==> config.mk <==
export PLATFORM = sky130hd
export DESIGN_NAME = alu_seq
export DESIGN_NICKNAME = d
export VERILOG_FILES = /design/src/rtl/alu_seq.sv
export SDC_FILE = /design/constraint.sdc
export NUM_CORES = 1
export LEC_CHECK = 0
export CORE_MARGIN = 1
export CORE_UTILIZATION = 35
export DETAILED_ROUTE_END_ITERATION = 8
export GPL_ROUTABILITY_DRIVEN = 1
export PLACE_DENSITY = 0.5
export REMOVE_ABC_BUFFERS = 1
export SYNTH_ARGS = -nofsm -noshare
export SYNTH_HDL_FRONTEND = slang
export SYNTH_SLANG_ARGS = --single-unit
==> constraint.sdc <==
create_clock -name CLK -period 3.6 [get_ports CLK]
set_input_delay 0.72 -clock CLK [delete_from_list [all_inputs] [get_ports CLK]]
set_output_delay 0.72 -clock CLK [all_outputs]
set_load 0.02 [all_outputs]
==> src/rtl/alu_seq.sv <==
`default_nettype none
// ============================================================================
//  Module   : alu_seq
//  Purpose  : Sequential ALU. Logic/add/sub/compare complete in one cycle;
//             unsigned MUL (shift-add) and DIV (restoring) iterate one bit
//             per cycle over WIDTH cycles.
//  Revision : 1.0 - initial release
// ============================================================================
module alu_seq #(
   parameter int WIDTH = 32,
   parameter int CNT_W = 6
) (
   input  logic             CLK,
   input  logic             RST,
   input  logic             Start,
   input  logic [WIDTH-1:0] ScrA,
   input  logic [WIDTH-1:0] ScrB,
   input  logic [2:0]       Alu_Control,
   output logic             Busy,
   output logic             Done,
   output logic [WIDTH-1:0] Alu_Result,
   output logic [WIDTH-1:0] Alu_Hi,
   output logic             Zero_flag,
   output logic             Overflow,
   output logic             Div_By_Zero
);

   localparam logic [2:0] c_OP_AND  = 3'b000;
   localparam logic [2:0] c_OP_OR   = 3'b001;
   localparam logic [2:0] c_OP_ADD  = 3'b010;
   localparam logic [2:0] c_OP_DIV  = 3'b011;
   localparam logic [2:0] c_OP_SUB  = 3'b100;
   localparam logic [2:0] c_OP_MUL  = 3'b101;
   localparam logic [2:0] c_OP_SLT  = 3'b110;
   localparam logic [2:0] c_OP_SLTU = 3'b111;

   localparam logic [1:0] c_IDLE = 2'd0;
   localparam logic [1:0] c_RUN  = 2'd1;
   localparam logic [1:0] c_DONE = 2'd2;

   localparam int c_MSB = WIDTH - 1;

   logic [1:0]         r_state;
   logic [1:0]         w_state_next;
   logic [2*WIDTH-1:0] r_p;          // {hi, lo}: product or {remainder, quotient}
   logic [WIDTH-1:0]   r_m;          // latched multiplicand / divisor
   logic               r_is_div;
   logic [CNT_W-1:0]   r_cnt;
   logic [WIDTH-1:0]   r_result;
   logic [WIDTH-1:0]   r_hi;
   logic               r_ovf;
   logic               r_dbz;

   logic               w_accept;
   logic               w_iter;
   logic               w_last;
   logic [WIDTH-1:0]   w_sum;
   logic [WIDTH-1:0]   w_diff;
   logic [WIDTH-1:0]   w_fast_result;
   logic [WIDTH-1:0]   w_fast_hi;
   logic               w_fast_ovf;
   logic               w_fast_dbz;
   logic [WIDTH:0]     w_mul_add;
   logic [2*WIDTH-1:0] w_mul_next;
   logic [WIDTH:0]     w_rem_sh;
   logic [WIDTH:0]     w_trial;
   logic [2*WIDTH-1:0] w_div_next;
   logic [2*WIDTH-1:0] w_step_next;

   // A new request is taken whenever no iterative op is in flight
   assign w_accept = Start && (r_state != c_RUN);
   // Divide by zero short-circuits to the single-cycle path
   assign w_iter   = (Alu_Control == c_OP_MUL) ||
                     ((Alu_Control == c_OP_DIV) && (ScrB != '0));
   assign w_last   = (r_cnt == CNT_W'(WIDTH - 1));

   assign w_sum  = ScrA + ScrB;
   assign w_diff = ScrA - ScrB;

   // Single-cycle operation results
   always_comb begin
      w_fast_result = '0;
      w_fast_hi     = '0;
      w_fast_ovf    = 1'b0;
      w_fast_dbz    = 1'b0;
      case (Alu_Control)
         c_OP_AND:  w_fast_result = ScrA & ScrB;
         c_OP_OR:   w_fast_result = ScrA | ScrB;
         c_OP_ADD: begin
            w_fast_result = w_sum;
            w_fast_ovf    = (ScrA[c_MSB] == ScrB[c_MSB]) && (w_sum[c_MSB] != ScrA[c_MSB]);
         end
         c_OP_SUB: begin
            w_fast_result = w_diff;
            w_fast_ovf    = (ScrA[c_MSB] != ScrB[c_MSB]) && (w_diff[c_MSB] != ScrA[c_MSB]);
         end
         c_OP_DIV: begin
            // only reached with a zero divisor
            w_fast_result = '1;
            w_fast_hi     = ScrA;
            w_fast_dbz    = 1'b1;
         end
         c_OP_SLT:  w_fast_result = {{(WIDTH-1){1'b0}}, ($signed(ScrA) < $signed(ScrB))};
         c_OP_SLTU: w_fast_result = {{(WIDTH-1){1'b0}}, (ScrA < ScrB)};
         default:   w_fast_result = '0;
      endcase
   end

   // One iteration of shift-add multiply or restoring divide
   always_comb begin
      w_mul_add   = r_p[0] ? ({1'b0, r_p[2*WIDTH-1:WIDTH]} + {1'b0, r_m})
                           : {1'b0, r_p[2*WIDTH-1:WIDTH]};
      w_mul_next  = {w_mul_add, r_p[WIDTH-1:1]};
      w_rem_sh    = r_p[2*WIDTH-1:WIDTH-1];
      w_trial     = w_rem_sh - {1'b0, r_m};
      w_div_next  = w_trial[WIDTH] ? {w_rem_sh[WIDTH-1:0], r_p[WIDTH-2:0], 1'b0}
                                   : {w_trial[WIDTH-1:0],  r_p[WIDTH-2:0], 1'b1};
      w_step_next = r_is_div ? w_div_next : w_mul_next;
   end

   // FSM state register
   always_ff @(posedge CLK or negedge RST) begin
      if (!RST) r_state <= c_IDLE;
      else      r_state <= w_state_next;
   end

   // FSM next-state logic
   always_comb begin
      w_state_next = r_state;
      case (r_state)
         c_IDLE, c_DONE: begin
            if (Start) w_state_next = w_iter ? c_RUN : c_DONE;
            else       w_state_next = c_IDLE;
         end
         c_RUN:   w_state_next = w_last ? c_DONE : c_RUN;
         default: w_state_next = c_IDLE;
      endcase
   end

   // FSM outputs
   always_comb begin
      Busy = (r_state == c_RUN);
      Done = (r_state == c_DONE);
   end

   // Iteration datapath: operand latch on acceptance, one step per RUN cycle
   always_ff @(posedge CLK or negedge RST) begin
      if (!RST) begin
         r_p      <= '0;
         r_m      <= '0;
         r_is_div <= 1'b0;
         r_cnt    <= '0;
      end else if (w_accept && w_iter) begin
         r_p      <= {{WIDTH{1'b0}}, ScrA};
         r_m      <= ScrB;
         r_is_div <= (Alu_Control == c_OP_DIV);
         r_cnt    <= '0;
      end else if (r_state == c_RUN) begin
         r_p      <= w_step_next;
         r_cnt    <= r_cnt + 1'b1;
      end
   end

   // Result registers change only when an operation completes
   always_ff @(posedge CLK or negedge RST) begin
      if (!RST) begin
         r_result <= '0;
         r_hi     <= '0;
         r_ovf    <= 1'b0;
         r_dbz    <= 1'b0;
      end else if (w_accept && !w_iter) begin
         r_result <= w_fast_result;
         r_hi     <= w_fast_hi;
         r_ovf    <= w_fast_ovf;
         r_dbz    <= w_fast_dbz;
      end else if ((r_state == c_RUN) && w_last) begin
         r_result <= w_step_next[WIDTH-1:0];
         r_hi     <= w_step_next[2*WIDTH-1:WIDTH];
         r_ovf    <= 1'b0;
         r_dbz    <= 1'b0;
      end
   end

   assign Alu_Result  = r_result;
   assign Alu_Hi      = r_hi;
   assign Overflow    = r_ovf;
   assign Div_By_Zero = r_dbz;
   assign Zero_flag   = (r_result == '0);

endmodule
`default_nettype wire

==> qor.yml <==
floorplanning:
  rows: 80
  die_y_um: 223
  fp.coreArea_mm2: 0.0480
  ioPinCount: 139
  die_width_um: 223
  dieArea_mm2: 0.0499
  initial_core_util: 0.357
clocking:
  cts_sinks: 171
  htreeDepth: 4
  clockBufferDepth: 2
  cts_tree: "yes"
  clkSlewWorstSetupHoldPaths_ns: 0.08
  cts_buffers: 17
  clock-root-buffer: "clkbuf_16"
  clk_latency_ns: 0.51
detailed_routing:
  m1WireLength_mm: 34.7
  top_layer: "met4"
  drt_iter0_markers: 1490
  ant_nets: 0
  dr.pass1.iters: 6
  avgRoutedWirePerCell_um: 23.2
  via_per_inst: 5.79
  routed_wl_mm: 74.8
  post-route-drc-count: 0
  vias: 18647
  met3WireLength_mm: 4.52
  dr_wl_met2_mm: 33.2
global_route:
  grt_usage: 0.301
  grt_pass1_vias: 18250
  grt_pass1_wl_mm: 114
  grt_remaining_overflow: 0
  grt_start_max_net_pins: 69
  grt_antenna_before_repair: 0
timing:
  fin_crit_sh: 0.969
  whs_ns: 0.174
  final.setup.worst_slack_ns: 0.111
  setup_viol: 0
  post-route-min-period_ns: 3.49
  hold_viol: 0
  slew_viol_final: 0
  maxSlewHeadroom: 0.411
  max_freq_mhz: 287
  tightest_slew_ns: 0.884
  fin_skew_ns: 0.0168
synth:
  avgSynthCellArea_um2: 7.79
  synth_seq_cells: 171
  synthesis.area_mm2: 0.0171
  yosys_warnings: 0
  synth-edff-count: 0
  synth_ff_type: "dfrtp_1"
  syn_inst: 2200
  async_reset_ff_frac: 1.00
  ys_seq_area_frac: 0.250
  synth_cell_types: 94
layout:
  final_net_count: 2836
  final_cell_mix: "buf_4, nand2_1, a21oi_1, dfrtp_1, inv_1"
  regArea_mm2: 0.00428
  layout_commonest_cell: "buf_4"
  nFillCells: 4806
  area_growth_pct: 31.8
  fin_area_mm2: 0.0226
  drive_gt1_frac: 0.191
  multi_input_area_mm2: 0.0119
  antenna_cells: 0
  stdcell_count: 3223
power_and_ir_drop:
  irDropWorstVdd_uv: 431
  p_per_area_mw_per_mm2: 631
  p_leak_nw: 10.4
  power_mw: 14.3
worst_setup_path:
  worstSetupEndpointType: "register"
  critPathKind: "in2reg"
  r2r-end: "r_p[34]"
  rr_worst_depth: 14
  cp_data_required_time_ns: 3.98
  rrSetupSlack_ns: 0.17
  startpoint_type: "primary input"
  crit_arrival_ns: 3.87
  worstPathMaxFanout: 8
  reg2reg_from: "r_p[31]"
place:
  dp.cells: 3186
  dp_slack_ns: -0.597
  place.gp.congestion: 0.944
  io_buffers: 138
  place_hpwl_mm: 58.2
  place_area_mm2: 0.0217
run:
  maxCapViolations: 0
status:
  status: "completed"
min_path:
  holdCritPathClass: "in2async"
[what timing repair did]
item	4_1_cts	5_1_grt
hold buffers	0	0
gates resized for setup	7	34
hold endpoints to repair	0	0
setup endpoints to repair	6	40
pin swaps	1	20
setup buffers	0	5
[synth_stat cells, types with 9 or more instances]
cell type	instances	area [um2]
a221o_1	11	110
a211o_1	13	114
o211ai_1	21	158
clkbuf_1	101	379
o21bai_1	19	143
and3_1	27	169
mux2i_1	61	611
a21oi_2	9	78.8
a211oi_1	45	338
xnor2_1	36	315
nor2b_1	31	194
o21ai_1	23	115
o22ai_1	25	156
nand2b_1	34	213
nor4_1	20	125
nand4_1	25	156
a22o_1	16	140
nand3_1	73	365
o31ai_1	12	90.1
nor2_1	146	548
dfrtp_1	171	4280
buf_1	9	33.8
xor2_1	22	193
o21a_1	16	120
nand2_1	220	826
a21o_1	42	315
buf_2	20	100
a22oi_1	12	90.1
inv_1	168	631
a31oi_1	28	175
nor3_1	40	200
a21oi_1	196	981
ha_1	167	2090
a221oi_1	13	114
o21ai_0	148	741
o221ai_1	43	377
[power by group]
part / switching, mW / internal (mW) / leakage [nW]
clock: 1.02 / 0.992 / 0.289
combinational: 5.05 / 3.97 / 7.94
sequential: 0.731 / 2.49 / 2.18
[cell type report]
| class | count | area share |
|---|---|---|
| Clock buffer | 17 | 0.0188 |
| Clock inverter | 15 | 0.00798 |
| Inverter | 171 | 0.0284 |
| Multi-Input combinational cell | 1720 | 0.526 |
| Sequential cell | 171 | 0.190 |
| Tap cell | 615 | 0.0341 |
| Timing Repair Buffer | 514 | 0.196 |
[metrics by stage]
step | util | TNS, ns
finish | 0.470 | 0
global route | 0.470 | -0.0263
CTS | 0.466 | 0
detailed placement | 0.452 | -54.28
global placement | 0.452 | -57.41
floorplan | - | -125.45
[how the worst max path moves through the flow]
stage | start | endpoint | slack (ns) | depth (start not counted)
after floorplan | r_state[1] | Overflow | -1.74 | 8
after global placement | ScrB[26] | Alu_Result[30] | -0.58 | 13
after detailed placement | ScrA[0] | Alu_Result[30] | -0.60 | 14
after CTS | ScrB[0] | Alu_Result[30] | 0.02 | 14
after global routing | ScrB[14] | Alu_Result[31] | -0.03 | 14
final | ScrB[4] | Alu_Result[29] | 0.11 | 13
[kinds of logic (layout without fill, tap and decap cells)]
| group | after synthesis | after routing | share of synthesized area |
|---|---|---|---|
| AO/OA/AOI/OAI | 770 | 770 | 0.302 |
| buffers and inverters | 309 | 717 | 0.0722 |
| XOR/XNOR | 59 | 59 | 0.0306 |
| flip-flops | 171 | 171 | 0.250 |
| AND/OR/NAND/NOR | 651 | 651 | 0.178 |
| adder cells (fa/ha/maj) | 171 | 171 | 0.127 |
| multiplexers | 69 | 69 | 0.0411 |
[worst max-delay path: stages]
cell and delay, ns:
clkdlybuf4s50_1 0.50, inv_1 0.08, ha_1 0.43, nand4_1 0.19, a21oi_2 0.24, a221oi_2 0.09, buf_4 0.16, o21a_1 0.22
o311ai_4 0.30, a21oi_4 0.13, o31ai_4 0.35, a21oi_1 0.12, a311o_1 0.33
[metal layers]
layer / GRT usage / vias up
li1: - / 8802
met1: 0.425 / 9132
met2: 0.472 / 617
met3: 0.0395 / 96
met4: 0.100 / 0
met5: 0 / -
[sequential cells by signal, summed over array words and instances, names as in the netlist]
signal / flops
Alu_Hi: 32
Alu_Result: 32
Div_By_Zero: 1
Overflow: 1
r_cnt: 6
r_is_div: 1
r_m: 32
r_p: 64
r_state: 2
Power figures use the tool's default switching activity.
